<file path="config.mk">
export PLATFORM = sky130hd
export DESIGN_NAME = uart_param_core_flat
export DESIGN_NICKNAME = d
export VERILOG_FILES = /design/src/rtl/uart_pkg.sv /design/src/rtl/uart_param_core_if.sv /design/src/rtl/uart_baud_gen.sv /design/src/rtl/uart_param_core.sv /design/src/flat_wrapper.sv
export SDC_FILE = /design/constraint.sdc
export NUM_CORES = 1
export LEC_CHECK = 0
export BUFFER_PORTS_ARGS = -buffer_cell sky130_fd_sc_hd__buf_4
export CORE_MARGIN = 3
export CORE_UTILIZATION = 45
export CTS_CLUSTER_DIAMETER = 80
export DETAILED_ROUTE_END_ITERATION = 10
export HOLD_SLACK_MARGIN = 0.15
export PLACE_DENSITY = 0.69
export RECOVER_POWER = 100
export SYNTH_ARGS = -nofsm -noshare
export SYNTH_HDL_FRONTEND = slang
export SYNTH_HIERARCHICAL = 1
export SYNTH_SLANG_ARGS = --single-unit
</file>
<file path="constraint.sdc">
create_clock -name clk -period 2.19 [get_ports clk]
set_input_delay 0.1095 -clock clk [delete_from_list [all_inputs] [get_ports clk]]
set_output_delay 0.1095 -clock clk [all_outputs]
set_load 0.05 [all_outputs]
</file>
<file path="src/rtl/uart_pkg.sv">
// Shared UART definitions: parity modes, FSM state encoding, baud divider and parity helpers.
package uart_pkg;
  localparam int PAR_NONE = 0;
  localparam int PAR_ODD  = 1;
  localparam int PAR_EVEN = 2;

  typedef enum logic [2:0] {ST_IDLE, ST_START, ST_DATA, ST_PARITY, ST_STOP} uart_state_e;

  function automatic int calc_div(input int clk_freq, input int baud);
    int d;
    d = clk_freq / (baud * 16);
    return (d < 1) ? 1 : d;
  endfunction

  // Payload is zero-extended to 9 bits; the extra zeros leave the XOR unchanged.
  function automatic logic par_bit(input logic [8:0] d, input int mode);
    return (mode == PAR_EVEN) ? ^d : (mode == PAR_ODD) ? ~(^d) : 1'b0;
  endfunction
endpackage

</file>
<file path="src/rtl/uart_param_core_if.sv">
// Host-side bundle of the UART core: transmit handshake, serial lines and receive results.
interface uart_param_core_if #(parameter int DATA_BITS = 8);
  logic                 tx_valid;
  logic [DATA_BITS-1:0] tx_data;
  logic                 tx_ready;
  logic                 tx_done;
  logic                 tx;
  logic                 rx;
  logic [DATA_BITS-1:0] rx_data;
  logic                 rx_valid;
  logic                 rx_parity_err;
  logic                 rx_frame_err;

  modport master (output tx_valid, tx_data, rx,
                  input  tx_ready, tx_done, tx, rx_data, rx_valid, rx_parity_err, rx_frame_err);
  modport slave  (input  tx_valid, tx_data, rx,
                  output tx_ready, tx_done, tx, rx_data, rx_valid, rx_parity_err, rx_frame_err);
endinterface

</file>
<file path="src/rtl/uart_baud_gen.sv">
// Free-running 16x oversample tick shared by the transmitter and receiver.
module uart_baud_gen import uart_pkg::*; #(
  parameter int CLK_FREQ = 100000000,
  parameter int BAUD     = 115200
) (
  input  logic clk,
  input  logic rst_n,
  output logic tick
);
  localparam int DIV = calc_div(CLK_FREQ, BAUD);
  localparam int CW  = (DIV > 1) ? $clog2(DIV) : 1;

  logic [CW-1:0] cnt;

  always_ff @(posedge clk) begin
    if (!rst_n)                  cnt <= '0;
    else if (cnt == CW'(DIV-1))  cnt <= '0;
    else                         cnt <= cnt + 1'b1;
  end

  assign tick = (cnt == CW'(DIV-1));
endmodule

</file>
<file path="src/rtl/uart_param_core.sv">
// Parameterised full-duplex UART: independent TX and RX FSMs on one 16x oversample tick.
module uart_param_core import uart_pkg::*; #(
  parameter int CLK_FREQ  = 100000000,
  parameter int BAUD      = 115200,
  parameter int DATA_BITS = 8,
  parameter int PARITY    = 0,
  parameter int STOP_BITS = 1
) (
  input logic clk,
  input logic rst_n,
  uart_param_core_if.slave bus
);
  logic tick;

  uart_baud_gen #(.CLK_FREQ(CLK_FREQ), .BAUD(BAUD)) u_baud (.clk(clk), .rst_n(rst_n), .tick(tick));

  uart_state_e          ts, ts_n;
  logic                 tgo, tgo_n, tpar, tpar_n, tx_q, tx_n, tdone;
  logic [3:0]           tcnt, tcnt_n, tidx, tidx_n;
  logic [DATA_BITS-1:0] tsh, tsh_n;

  always_ff @(posedge clk) begin
    if (!rst_n) begin
      ts <= ST_IDLE; tgo <= 1'b0; tpar <= 1'b0; tcnt <= '0; tidx <= '0; tsh <= '0; tx_q <= 1'b1;
    end else begin
      ts <= ts_n; tgo <= tgo_n; tpar <= tpar_n; tcnt <= tcnt_n; tidx <= tidx_n; tsh <= tsh_n; tx_q <= tx_n;
    end
  end

  // tgo marks that the first tick after acceptance has passed and the start bit is on the line.
  // The last stop bit ends one tick early so a held tx_valid yields gap-free frames.
  always_comb begin
    ts_n = ts; tgo_n = tgo; tpar_n = tpar; tcnt_n = tcnt; tidx_n = tidx; tsh_n = tsh;
    tdone = 1'b0;
    case (ts)
      ST_IDLE: if (bus.tx_valid) begin
        ts_n = ST_START; tgo_n = 1'b0; tsh_n = bus.tx_data; tpar_n = par_bit(9'(bus.tx_data), PARITY);
      end
      ST_START: if (tick) begin
        if (!tgo)               begin tgo_n = 1'b1; tcnt_n = '0; end
        else if (tcnt == 4'd15) begin ts_n = ST_DATA; tcnt_n = '0; tidx_n = '0; end
        else                    tcnt_n = tcnt + 4'd1;
      end
      ST_DATA: if (tick) begin
        if (tcnt == 4'd15) begin
          tcnt_n = '0; tsh_n = tsh >> 1;
          if (tidx == 4'(DATA_BITS-1)) begin
            tidx_n = '0; ts_n = (PARITY == PAR_NONE) ? ST_STOP : ST_PARITY;
          end else tidx_n = tidx + 4'd1;
        end else tcnt_n = tcnt + 4'd1;
      end
      ST_PARITY: if (tick) begin
        if (tcnt == 4'd15) begin ts_n = ST_STOP; tcnt_n = '0; tidx_n = '0; end
        else               tcnt_n = tcnt + 4'd1;
      end
      ST_STOP: if (tick) begin
        if (tidx == 4'(STOP_BITS-1) && tcnt == 4'd14) begin ts_n = ST_IDLE; tdone = 1'b1; end
        else if (tcnt == 4'd15) begin tcnt_n = '0; tidx_n = tidx + 4'd1; end
        else tcnt_n = tcnt + 4'd1;
      end
      default: ts_n = ST_IDLE;
    endcase
    case (ts_n)
      ST_START:  tx_n = ~tgo_n;
      ST_DATA:   tx_n = tsh_n[0];
      ST_PARITY: tx_n = tpar_n;
      default:   tx_n = 1'b1;
    endcase
  end

  assign bus.tx       = tx_q;
  assign bus.tx_ready = (ts == ST_IDLE);
  assign bus.tx_done  = tdone & rst_n;

  uart_state_e          rs, rs_n;
  logic                 rs1, rs2, rprev, rpar, rpar_n, rload;
  logic                 rvalid, rperr, rferr;
  logic [3:0]           rcnt, rcnt_n, ridx, ridx_n;
  logic [DATA_BITS-1:0] rsh, rsh_n, rdata;

  always_ff @(posedge clk) begin
    if (!rst_n) begin
      rs1 <= 1'b1; rs2 <= 1'b1; rprev <= 1'b1;
      rs <= ST_IDLE; rcnt <= '0; ridx <= '0; rsh <= '0; rpar <= 1'b0;
      rdata <= '0; rvalid <= 1'b0; rperr <= 1'b0; rferr <= 1'b0;
    end else begin
      rs1 <= bus.rx; rs2 <= rs1; rprev <= rs2;
      rs <= rs_n; rcnt <= rcnt_n; ridx <= ridx_n; rsh <= rsh_n; rpar <= rpar_n;
      rvalid <= rload;
      if (rload) begin
        rdata <= rsh;
        rperr <= (PARITY != PAR_NONE) && (rpar != par_bit(9'(rsh), PARITY));
        rferr <= ~rs2;
      end
    end
  end

  // rprev must be high to leave IDLE, so a line stuck low after a break cannot re-trigger.
  always_comb begin
    rs_n = rs; rcnt_n = rcnt; ridx_n = ridx; rsh_n = rsh; rpar_n = rpar;
    rload = 1'b0;
    case (rs)
      ST_IDLE: if (rprev && !rs2) begin rs_n = ST_START; rcnt_n = '0; end
      ST_START: if (tick) begin
        if (rcnt == 4'd7) begin rcnt_n = '0; ridx_n = '0; rs_n = rs2 ? ST_IDLE : ST_DATA; end
        else              rcnt_n = rcnt + 4'd1;
      end
      ST_DATA: if (tick) begin
        if (rcnt == 4'd15) begin
          rcnt_n = '0; rsh_n = {rs2, rsh[DATA_BITS-1:1]};
          if (ridx == 4'(DATA_BITS-1)) rs_n = (PARITY == PAR_NONE) ? ST_STOP : ST_PARITY;
          else                         ridx_n = ridx + 4'd1;
        end else rcnt_n = rcnt + 4'd1;
      end
      ST_PARITY: if (tick) begin
        if (rcnt == 4'd15) begin rcnt_n = '0; rpar_n = rs2; rs_n = ST_STOP; end
        else               rcnt_n = rcnt + 4'd1;
      end
      ST_STOP: if (tick) begin
        if (rcnt == 4'd15) begin rload = 1'b1; rs_n = ST_IDLE; end
        else               rcnt_n = rcnt + 4'd1;
      end
      default: rs_n = ST_IDLE;
    endcase
  end

  assign bus.rx_data       = rdata;
  assign bus.rx_valid      = rvalid;
  assign bus.rx_parity_err = rperr;
  assign bus.rx_frame_err  = rferr;
endmodule

</file>
<file path="src/flat_wrapper.sv">
// flat-port wrapper written by rule: the top's interface ports become plain ports
module uart_param_core_flat import uart_pkg::*;
#(
  parameter int CLK_FREQ  = 100000000,
  parameter int BAUD      = 115200,
  parameter int DATA_BITS = 8,
  parameter int PARITY    = 0,
  parameter int STOP_BITS = 1
)
  (clk, rst_n, bus_tx_valid, bus_tx_data, bus_rx, bus_tx_ready, bus_tx_done, bus_tx, bus_rx_data, bus_rx_valid, bus_rx_parity_err, bus_rx_frame_err);
  uart_param_core_if #(.DATA_BITS(DATA_BITS)) bus_i ();
  input logic clk;
  input logic rst_n;
  input wire logic [$bits(bus_i.tx_valid)-1:0] bus_tx_valid;
  input wire logic [$bits(bus_i.tx_data)-1:0] bus_tx_data;
  input wire logic [$bits(bus_i.rx)-1:0] bus_rx;
  output wire logic [$bits(bus_i.tx_ready)-1:0] bus_tx_ready;
  output wire logic [$bits(bus_i.tx_done)-1:0] bus_tx_done;
  output wire logic [$bits(bus_i.tx)-1:0] bus_tx;
  output wire logic [$bits(bus_i.rx_data)-1:0] bus_rx_data;
  output wire logic [$bits(bus_i.rx_valid)-1:0] bus_rx_valid;
  output wire logic [$bits(bus_i.rx_parity_err)-1:0] bus_rx_parity_err;
  output wire logic [$bits(bus_i.rx_frame_err)-1:0] bus_rx_frame_err;
  assign bus_i.tx_valid = bus_tx_valid;
  assign bus_i.tx_data = bus_tx_data;
  assign bus_i.rx = bus_rx;
  assign bus_tx_ready = bus_i.tx_ready;
  assign bus_tx_done = bus_i.tx_done;
  assign bus_tx = bus_i.tx;
  assign bus_rx_data = bus_i.rx_data;
  assign bus_rx_valid = bus_i.rx_valid;
  assign bus_rx_parity_err = bus_i.rx_parity_err;
  assign bus_rx_frame_err = bus_i.rx_frame_err;
  uart_param_core #(.CLK_FREQ(CLK_FREQ), .BAUD(BAUD), .DATA_BITS(DATA_BITS), .PARITY(PARITY), .STOP_BITS(STOP_BITS)) u_core (.clk(clk), .rst_n(rst_n), .bus(bus_i));
endmodule
</file>
==> out/qor.yml, run 1 <==
run_status:
  outcome: "completed"
route:
  num_vias: 2518
  wl_mm: 6.06
  drc: 0
  drt-pass1-iter-count: 6
  drtAntennaViolNets: 0
  avgViaCountPerCell: 5.43
  first_iter_violations: 144
  wire_per_inst_um: 13.1
global_route:
  grt_pass1_vias: 2298
  antenna_found_initial: 0
  grt_max_degree: 38
  grt_pass1_wl_mm: 10.2
  gr-total-overflow: 0
  grt_use_total: 0.171
yosys:
  syn_inst: 336
  synth-edff-count: 0
  synth_cell_types: 57
  synthArstFlopShare: 0
  post-synth-top-area-cell: "dfxtp_1"
  syn_nets: 356
  synthFlopType: "dfxtp_1"
  yosys_warnings: 6
  synth-seq-cells: 60
  yosysSeqAreaShare: 0.415
  syn_area_sq_mm: 0.00289
  syn_avg_cell_area_sq_um: 8.61
  yosysTopAreaCellShare: 0.415
  synth_area_leaders: "dfxtp_1 (42%), mux2i_1 (7.3%), nor2_1 (5.6%)"
floorplanning:
  die_h_um: 86.2
  boundaryPins: 26
  die_x_um: 86.2
  dieArea_sq_mm: 0.00743
  start_util: 0.477
  core_sq_mm: 0.00606
  std_cell_rows: 28
sta:
  fmax_ghz: 0.481
  finalCritPeriodShare: 0.949
  setup_slack_ns: 0.111
  max_slew.worst_pin.slew_ns: 0.630
  skew_ns: 0.00777
  min_period_ns: 2.08
  setup-violations-final: 0
  hold_slack_ns: 0.217
  hold_violations: 0
  drv_slew: 0
  slew_headroom: 0.579
critical_path:
  ff2ff_path_depth: 11
  crit_arrival_ns: 2.34
  crit_fanout: 6
  cp.required_ns: 2.45
  worst_setup_path_start_kind: "flip-flop"
  crit_type: "reg2reg"
  end_kind: "flip-flop"
clock_network:
  cts_tree: "done"
  cts-root-buf: "clkbuf_8"
  cts_sinks: 60
  htreeDepth: 3
  clk-insertion-delay-late_ns: 0.34
  cts.path.max_buffers: 2
  numCtsBuffers: 9
  clk_pin_slew_ns: 0.07
placed_design:
  io_buffers: 24
  place_ws_ns: 0.0619
  dp_hpwl_mm: 3.92
  gp_congestion: 0.814
  place_area_sq_mm: 0.00320
power_and_ir_drop:
  power.total_w: 0.00235
  powerDensity_mw_per_mm2: 663
  power_leakage_nw: 1.29
  ir_drop_mv: 0.438
finish:
  n_antenna_cell: 0
  syn_to_final_growth_pct: 22.2
  fin_area_sq_mm: 0.00354
  fin_nets: 405
  final_cell_mix: "dfxtp_1 (58), nor2_1 (42), buf_4 (30)"
  drive_gt1_frac: 0.175
  layout_commonest_cell: "dfxtp_1"
worst_hold_path:
  hold_depth: 4
  min_path_type: "in2reg"
flow_run:
  drv_cap: 0
-- cells by family after synthesis --
kind of cell,count (synthesis),synth area share
multiplexers,22,0.0765
buffers and inverters,29,0.0411
XOR/XNOR,9,0.0272
other,1,0.00130
adder cells (fa/ha/maj),8,0.0346
flip-flops,60,0.415
AO/OA/AOI/OAI,61,0.134
AND/OR/NAND/NOR,146,0.271
-- final timing paths --
check | slack [ns] | start | endpoint
max reg2reg | 0.11 | u_core/u_baud/cnt[1] | u_core/rs[1]
min reg2reg | 0.42 | u_core/rs1 | u_core/rs2
max | 0.11 | u_core/u_baud/cnt[1] | u_core/rs[1]
min | 0.22 | bus_tx_data[0] | u_core/tsh[0]
-- routing by layer --
layer  part of all wire  vias to the layer above  track usage
li1                   -                     1289            -
met3              0.032                       14       0.0314
met1               0.49                     1170        0.217
met4              0.025                        0        0.108
met2               0.46                       45        0.266
met5                  0                        -            0
-- cells in the mapped netlist, types with 8 or more instances --
cell type  count
nor2_1        43
nor3_1         8
ha_1           8
o21ai_0       11
clkbuf_1       8
nand2_1       25
inv_1         11
a21oi_1       20
dfxtp_1       60
nand3b_1      10
mux2i_1       21
nand3_1       17
-- registers in the layout, indices dropped and copies added (netlist names) --
| signal | cells |
|---|---|
| u_core/bus.rx_data | 8 |
| u_core/rsh | 8 |
| u_core/tsh | 8 |
| u_core/u_baud/cnt | 6 |
| u_core/rcnt | 4 |
| u_core/ridx | 4 |
| u_core/tcnt | 4 |
| u_core/tidx | 4 |
| u_core/rs | 3 |
| u_core/ts | 3 |
| u_core/bus.rx_frame_err | 1 |
| u_core/bus.rx_valid | 1 |
| u_core/bus.tx | 1 |
| u_core/rprev | 1 |
| u_core/rs1 | 1 |
| u_core/rs2 | 1 |
| u_core/tgo | 1 |
| u_core/tpar | 1 |
-- layout make-up --
| class | instances | area, sq um |
|---|---|---|
| sequential | 60 | 1200 |
| fill | 538 | 2520 |
| tap | 75 | 93.8 |
| timing repair buffer | 55 | 397 |
| clock buffer | 10 | 138 |
| multi-input combinational | 247 | 1610 |
| clock inverter | 5 | 52.6 |
| inverter | 12 | 45.0 |
-- critical path: stages, from the launching register on --
cell      delay (ns)
dfxtp_2         0.34
inv_2           0.06
ha_4            0.12
nand4_1         0.12
nor2_2          0.17
buf_6           0.13
and3_4          0.21
nand2_4         0.07
a21o_1          0.17
a222oi_1        0.24
buf_4           0.20
mux2i_1         0.18
-- power by group --
| group | internal (W) | total (W) | switching [W] |
|---|---|---|---|
| Combinational | 0.000107 | 0.000242 | 0.000135 |
| Sequential | 0.00112 | 0.00113 | 0.0000170 |
| Clock | 0.000543 | 0.000969 | 0.000426 |
-- through the flow --
stage	cells	util	setup TNS [ns]
after CTS	457	0.578	0
after floorplan	336	-	0
after global routing	464	0.584	-0.0358
final	464	0.584	0
after global placement	431	0.528	0
after detailed placement	431	0.528	0
-- timing repair --
item / CTS / global route
endpoints found under the setup margin: 0 / 24
gates resized for setup: 0 / 11
hold buffers: 11 / 0
buffers inserted: 0 / 6
endpoints found under the hold margin: 13 / 0
Note: power is estimated with default switching activity, not from simulation.
==> run 2: changes to the inputs <==
PLACE_DENSITY = 0.66   (was 0.69)
clock period = 2.43 ns   (was 2.19 ns; I/O delays follow)
==> out/qor.yml, run 2 (same netlist as run 1, synthesis figures left out) <==
power_and_ir_drop:
  power_frac_comb: 0.096  # was 0.103
  intPower_w: 0.00158  # was 0.00177 W
  switching_power_w: 0.000518  # was 0.000577 W
  power.total_w: 0.00210  # was 0.00235 W
  p_sw_frac: 0.246  # about the same
  powerDensity_mw_per_mm2: 620  # was 663 mW/mm^2
  p_clk_frac: 0.417  # was 0.413
  ir_drop_mv: 0.412  # was 0.438 mV
  power_leakage_nw: 1.21  # was 1.29 nW
  p_seq_frac: 0.487  # was 0.484
critical_path:
  worst_setup_path_start_kind: "flip-flop"  # unchanged
  ff2ff_path_depth: 7  # was 11
  r2r-start: "u_core/tcnt[0]"  # was u_core/u_baud/cnt[1]
  worst-r2r-setup-slack_ns: 0.21  # was 0.11 ns
  rr_endpoint: "u_core/tcnt[0]"  # was u_core/rs[1]
  cp.required_ns: 2.70  # was 2.45 ns
  crit_arrival_ns: 2.49  # was 2.34 ns
  crit_type: "reg2reg"  # unchanged
  crit_fanout: 8  # was 6
  end_kind: "flip-flop"  # unchanged
route:
  wl_mm: 5.87  # was 6.06 mm
  drc: 0  # unchanged
  first_iter_violations: 179  # was 144
  wire_per_inst_um: 13.0  # was 13.1 um
  num_vias: 2455  # was 2518
  avgViaCountPerCell: 5.42  # was 5.43
  drtAntennaViolNets: 0  # unchanged
  drt-pass1-iter-count: 4  # was 6
global_route:
  grt_pass1_wl_mm: 10.2  # about the same
  grt_pass1_vias: 2247  # was 2298
  grt_use_total: 0.172  # was 0.171
  antenna_found_initial: 0  # unchanged
  grt_max_degree: 38  # unchanged
  gr-total-overflow: 0  # unchanged
floorplanning:
  die_h_um: 86.2  # unchanged
  std_cell_rows: 28  # unchanged
  die_x_um: 86.2  # unchanged
  core_sq_mm: 0.00606  # unchanged
  boundaryPins: 26  # unchanged
  start_util: 0.477  # unchanged
  dieArea_sq_mm: 0.00743  # unchanged
finish:
  syn_to_final_growth_pct: 17.2  # was 22.2%
  regArea_sq_mm: 0.00120  # about the same
  fin_nets: 394  # was 405
  fillers: 579  # was 538
  final_cell_mix: "dfxtp_1 (59), nor2_1 (44), nand2_1 (26)"  # was dfxtp_1 (58), nor2_1 (42), buf_4 (30)
  multi_input_area_sq_mm: 0.00156  # was 0.00161 sq mm
  n_antenna_cell: 0  # unchanged
  layout_commonest_cell: "dfxtp_1"  # unchanged
  drive_gt1_frac: 0.114  # was 0.175
sta:
  max_slew.worst_pin.slew_ns: 0.781  # was 0.630 ns
  setup_tns_ns: 0  # unchanged
  drv_slew: 0  # unchanged
  rsz0062_at_grt: "no"
  setup-violations-final: 0  # unchanged
  skew_ns: 0.00649  # was 0.00777 ns
  fmax_ghz: 0.450  # was 0.481 GHz
  hold_violations: 0  # unchanged
  min_period_ns: 2.22  # was 2.08 ns
  slew_headroom: 0.474  # was 0.579
  finalCritPeriodShare: 0.915  # was 0.949
clock_network:
  clk_pin_slew_ns: 0.07  # about the same
  cts_setup_buffers: 0  # unchanged
  cts_tree: "done"  # unchanged
  clk-insertion-delay-late_ns: 0.34  # about the same
  htreeDepth: 3  # unchanged
  cts_sinks: 60  # unchanged
  cts.path.max_buffers: 2  # unchanged
  cts-root-buf: "clkbuf_8"  # unchanged
  numCtsBuffers: 9  # unchanged
run_status:
  outcome: "completed"  # unchanged
placed_design:
  dp_hpwl_mm: 3.98  # was 3.92 mm
  io_buffers: 24  # unchanged
  gp_congestion: 0.762  # was 0.814
worst_hold_path:
  hold_end: "u_core/tsh[0]"  # unchanged
  min_path_type: "in2reg"  # unchanged
  worstHoldStart: "bus_tx_data[0]"  # unchanged
  hold_depth: 4  # unchanged
flow_run:
  drv_cap: 0  # unchanged
run 2: stage by stage:
step	utilization	cell area, sq um	instances	setup slack (ns)	hold slack [ns]
after floorplan	-	2890	336	0.0184	0.223
after global placement	0.522	3160	427	0.288	0.309
after detailed placement	0.522	3160	427	0.244	0.329
after CTS	0.571	3460	453	0.227	0.211
after global routing	0.559	3390	453	0.0143	0.262
final	0.559	3390	453	0.206	0.233
run 2: power by group through the flow:
stage	logic (W)	clock network, W	registers [W]
floorplan	0.000141	0	0.00104
global placement	0.000190	0	0.00104
detailed placement	0.000191	0	0.00105
CTS	0.000206	0.000905	0.00102
global route	0.000226	0.000945	0.00103
finish	0.000201	0.000877	0.00102
run 2: layout make-up:
| type | instances | area share |
|---|---|---|
| tap | 75 | 0.0277 |
| clock inverter | 5 | 0.0155 |
| multi-input combinational | 247 | 0.460 |
| sequential | 60 | 0.355 |
| clock buffer | 10 | 0.0406 |
| inverter | 12 | 0.0133 |
| timing repair buffer | 44 | 0.0882 |
run 2: timing repair:
action	in CTS	in global routing
hold buffers	11	0
setup endpoints to repair	0	2
resized for setup	0	1
endpoints found under the hold margin	13	0
run 2: worst max path at each step:
stage,start,to,slack [ns]
CTS,u_core/u_baud/cnt[0],u_core/tidx[3],0.23
finish,u_core/tcnt[0],u_core/tcnt[0],0.21
floorplan,u_core/ts[0],u_core/tsh[1],0.02
global route,u_core/u_baud/cnt[1],u_core/rs[0],0.01
global placement,u_core/u_baud/cnt[0],u_core/tidx[3],0.29
detailed placement,u_core/u_baud/cnt[0],u_core/tidx[3],0.24
run 2: critical path: stages, from the launching register on:
cell and delay [ns]:
dfxtp_1 0.41, inv_1 0.07, ha_1 0.21, and4bb_1 0.26
a31oi_2 0.18, o21ai_0 0.30, or4_1 0.59, a21oi_1 0.13
run 2: metal layers:
layer  track usage  vias to the layer above  routed length (um)
li1              -                     1264                   -
met1         0.237                     1149                2890
met2         0.252                       35                2660
met3        0.0314                        7                 228
met4         0.102                        0                  95
met5             0                        -                   0
==> run 3: changes to the inputs <==
clock period = 2.2 ns   (was 2.43 ns; I/O delays follow)
==> out/qor.yml, run 3 (same netlist as run 1, synthesis figures left out) <==
run_status:
  outcome: "completed"  # unchanged
power_and_ir_drop:
  ir_drop_mv: 0.349  # was 0.412 mV
  powerDensity_mw_per_mm2: 644  # was 620 mW/mm^2
  power.total_w: 0.00222  # was 0.00210 W
  power_leakage_nw: 1.22  # was 1.21 nW
route:
  drt-pass1-iter-count: 4  # unchanged
  num_vias: 2502  # was 2455
  drtAntennaViolNets: 0  # unchanged
  drc: 0  # unchanged
  wire_per_inst_um: 13.3  # was 13.0 um
  first_iter_violations: 213  # was 179
  avgViaCountPerCell: 5.46  # was 5.42
  wl_mm: 6.08  # was 5.87 mm
global_route:
  gr-total-overflow: 0  # unchanged
  antenna_found_initial: 0  # unchanged
  grt_use_total: 0.177  # was 0.172
  gr-max-usage-layer: "met2"  # unchanged
  grtUsageMet2: 0.269  # was 0.252
  gr-usage-met3: 0.0323  # was 0.0314
  grt_max_degree: 38  # unchanged
  grt_pass1_wl_mm: 10.6  # was 10.2 mm
  gr-usage-met1: 0.240  # was 0.237
  grt_pass1_vias: 2316  # was 2247
sta:
  max_slew.worst_pin.slew_ns: 0.657  # was 0.781 ns
  setup_slack_ns: 0.140  # was 0.206 ns
  fmax_ghz: 0.485  # was 0.450 GHz
  rsz0062_at_grt: "yes"  # was no
  setup-violations-final: 0  # unchanged
  skew_ns: 0.00928  # was 0.00649 ns
  drv_slew: 0  # unchanged
  slew_headroom: 0.562  # was 0.474
  hold_violations: 0  # unchanged
  min_period_ns: 2.06  # was 2.22 ns
  finalCritPeriodShare: 0.936  # was 0.915
critical_path:
  crit_type: "reg2reg"  # unchanged
  crit_path_cell_trace: "inv_1 > ha_1 > nand4_1 > nor2_2 > buf_4 > and4_4 > nand2_2 > or4_1 > a21oi_1"  # was inv_1 > ha_1 > and4bb_1 > a31oi_2 > o21ai_0 > or4_1 > a21oi_1
  cp_slowest_stage_delay_ns: 0.49  # was 0.59 ns
  worst_setup_path_start_kind: "flip-flop"  # unchanged
  crit_arrival_ns: 2.32  # was 2.49 ns
  cp.required_ns: 2.46  # was 2.70 ns
  crit_fanout: 7  # was 8
  crit_path_top_delay_cell: "or4_1"  # unchanged
  end_kind: "flip-flop"  # unchanged
clock_network:
  cts_tree: "done"  # unchanged
  clk-insertion-delay-late_ns: 0.33  # was 0.34 ns
  htreeDepth: 3  # unchanged
  cts.path.max_buffers: 2  # unchanged
  cts_sinks: 60  # unchanged
  cts_setup_buffers: 0  # unchanged
  cts-root-buf: "clkbuf_8"  # unchanged
  numCtsBuffers: 9  # unchanged
  clk_pin_slew_ns: 0.07  # about the same
finish:
  final_cell_mix: "dfxtp_1 (59), nor2_1 (42), nand2_1 (24)"  # was dfxtp_1 (59), nor2_1 (44), nand2_1 (26)
  drive_gt1_frac: 0.146  # was 0.114
  fin_area_sq_mm: 0.00344  # was 0.00339 sq mm
  finalNonFillerCells: 458  # was 453
  syn_to_final_growth_pct: 19.0  # was 17.2%
  layout_commonest_cell: "dfxtp_1"  # unchanged
  n_antenna_cell: 0  # unchanged
  fin_nets: 398  # was 394
floorplanning:
  die_x_um: 86.2  # unchanged
  boundaryPins: 26  # unchanged
  std_cell_rows: 28  # unchanged
  start_util: 0.477  # unchanged
  dieArea_sq_mm: 0.00743  # unchanged
  die_h_um: 86.2  # unchanged
  core_sq_mm: 0.00606  # unchanged
placed_design:
  dp_hpwl_mm: 4.05  # was 3.98 mm
  gp_congestion: 0.816  # was 0.762
  place_area_sq_mm: 0.00320  # was 0.00316 sq mm
  place_ws_ns: 0.0739  # was 0.244 ns
  io_buffers: 24  # unchanged
  dp_cells: 431  # was 427
worst_hold_path:
  min_path_type: "in2reg"  # unchanged
flow_run:
  drv_cap: 0  # unchanged
run 3: changes by cell type in the layout (fill, tap and decap cells not counted), sizes merged:
cell,change
clkbuf,-2
bufinv,-1
buf,+8
clkinv,-1
clkinvlp,+1
run 3: routing by layer:
| metal | vias to the layer above | part of all wire | wire length, um |
|---|---|---|---|
| li1 | 1280 | - | - |
| met1 | 1164 | 0.49 | 2990 |
| met2 | 44 | 0.45 | 2710 |
| met3 | 14 | 0.042 | 254 |
| met4 | 0 | 0.022 | 131 |
| met5 | - | 0 | 0 |
run 3: layout make-up:
type,count,area (sq um)
clock inverters,4,25.0
clock buffers,12,145
multi-input cells,247,1590
repair buffers,48,343
flip-flops and latches,60,1200
inverters,12,45.0
fillers,574,2620
well taps,75,93.8
run 3: metrics by stage:
step	util	setup TNS, ns	hold WS [ns]
after detailed placement	0.528	0	0.298
after global placement	0.528	0	0.294
after floorplan	-	0	0.211
after global routing	0.568	-0.0201	0.294
final	0.568	0	0.221
after CTS	0.575	0	0.209
run 3: what timing repair did:
item,in CTS,in global routing
setup endpoints to repair,0,13
resized for setup,0,7
hold buffers,11,0
endpoints found under the hold margin,13,0
run 3: worst paths after layout:
| path | slack, ns | endpoint | startpoint | cells past startpoint |
|---|---|---|---|---|
| hold reg to reg | 0.41 | u_core/rs2 | u_core/rs1 | 1 |
| setup reg to reg | 0.14 | u_core/tidx[3] | u_core/u_baud/cnt[1] | 9 |
| hold / removal | 0.22 | u_core/tsh[0] | bus_tx_data[0] | 4 |
| setup / recovery | 0.14 | u_core/tidx[3] | u_core/u_baud/cnt[1] | 9 |
run 3: critical path: cells and delay by family, from the launching register on:
family	cells	cell delay, ns
simple gates	5	1.13
buf+inv	2	0.23
fa+ha+maj	1	0.15
compound gates	1	0.14
flops	1	0.34
run 3: power by group:
| part | switching [W] | internal, W |
|---|---|---|
| sequential | 0.0000151 | 0.00111 |
| clock | 0.000424 | 0.000436 |
| combinational | 0.000133 | 0.000102 |
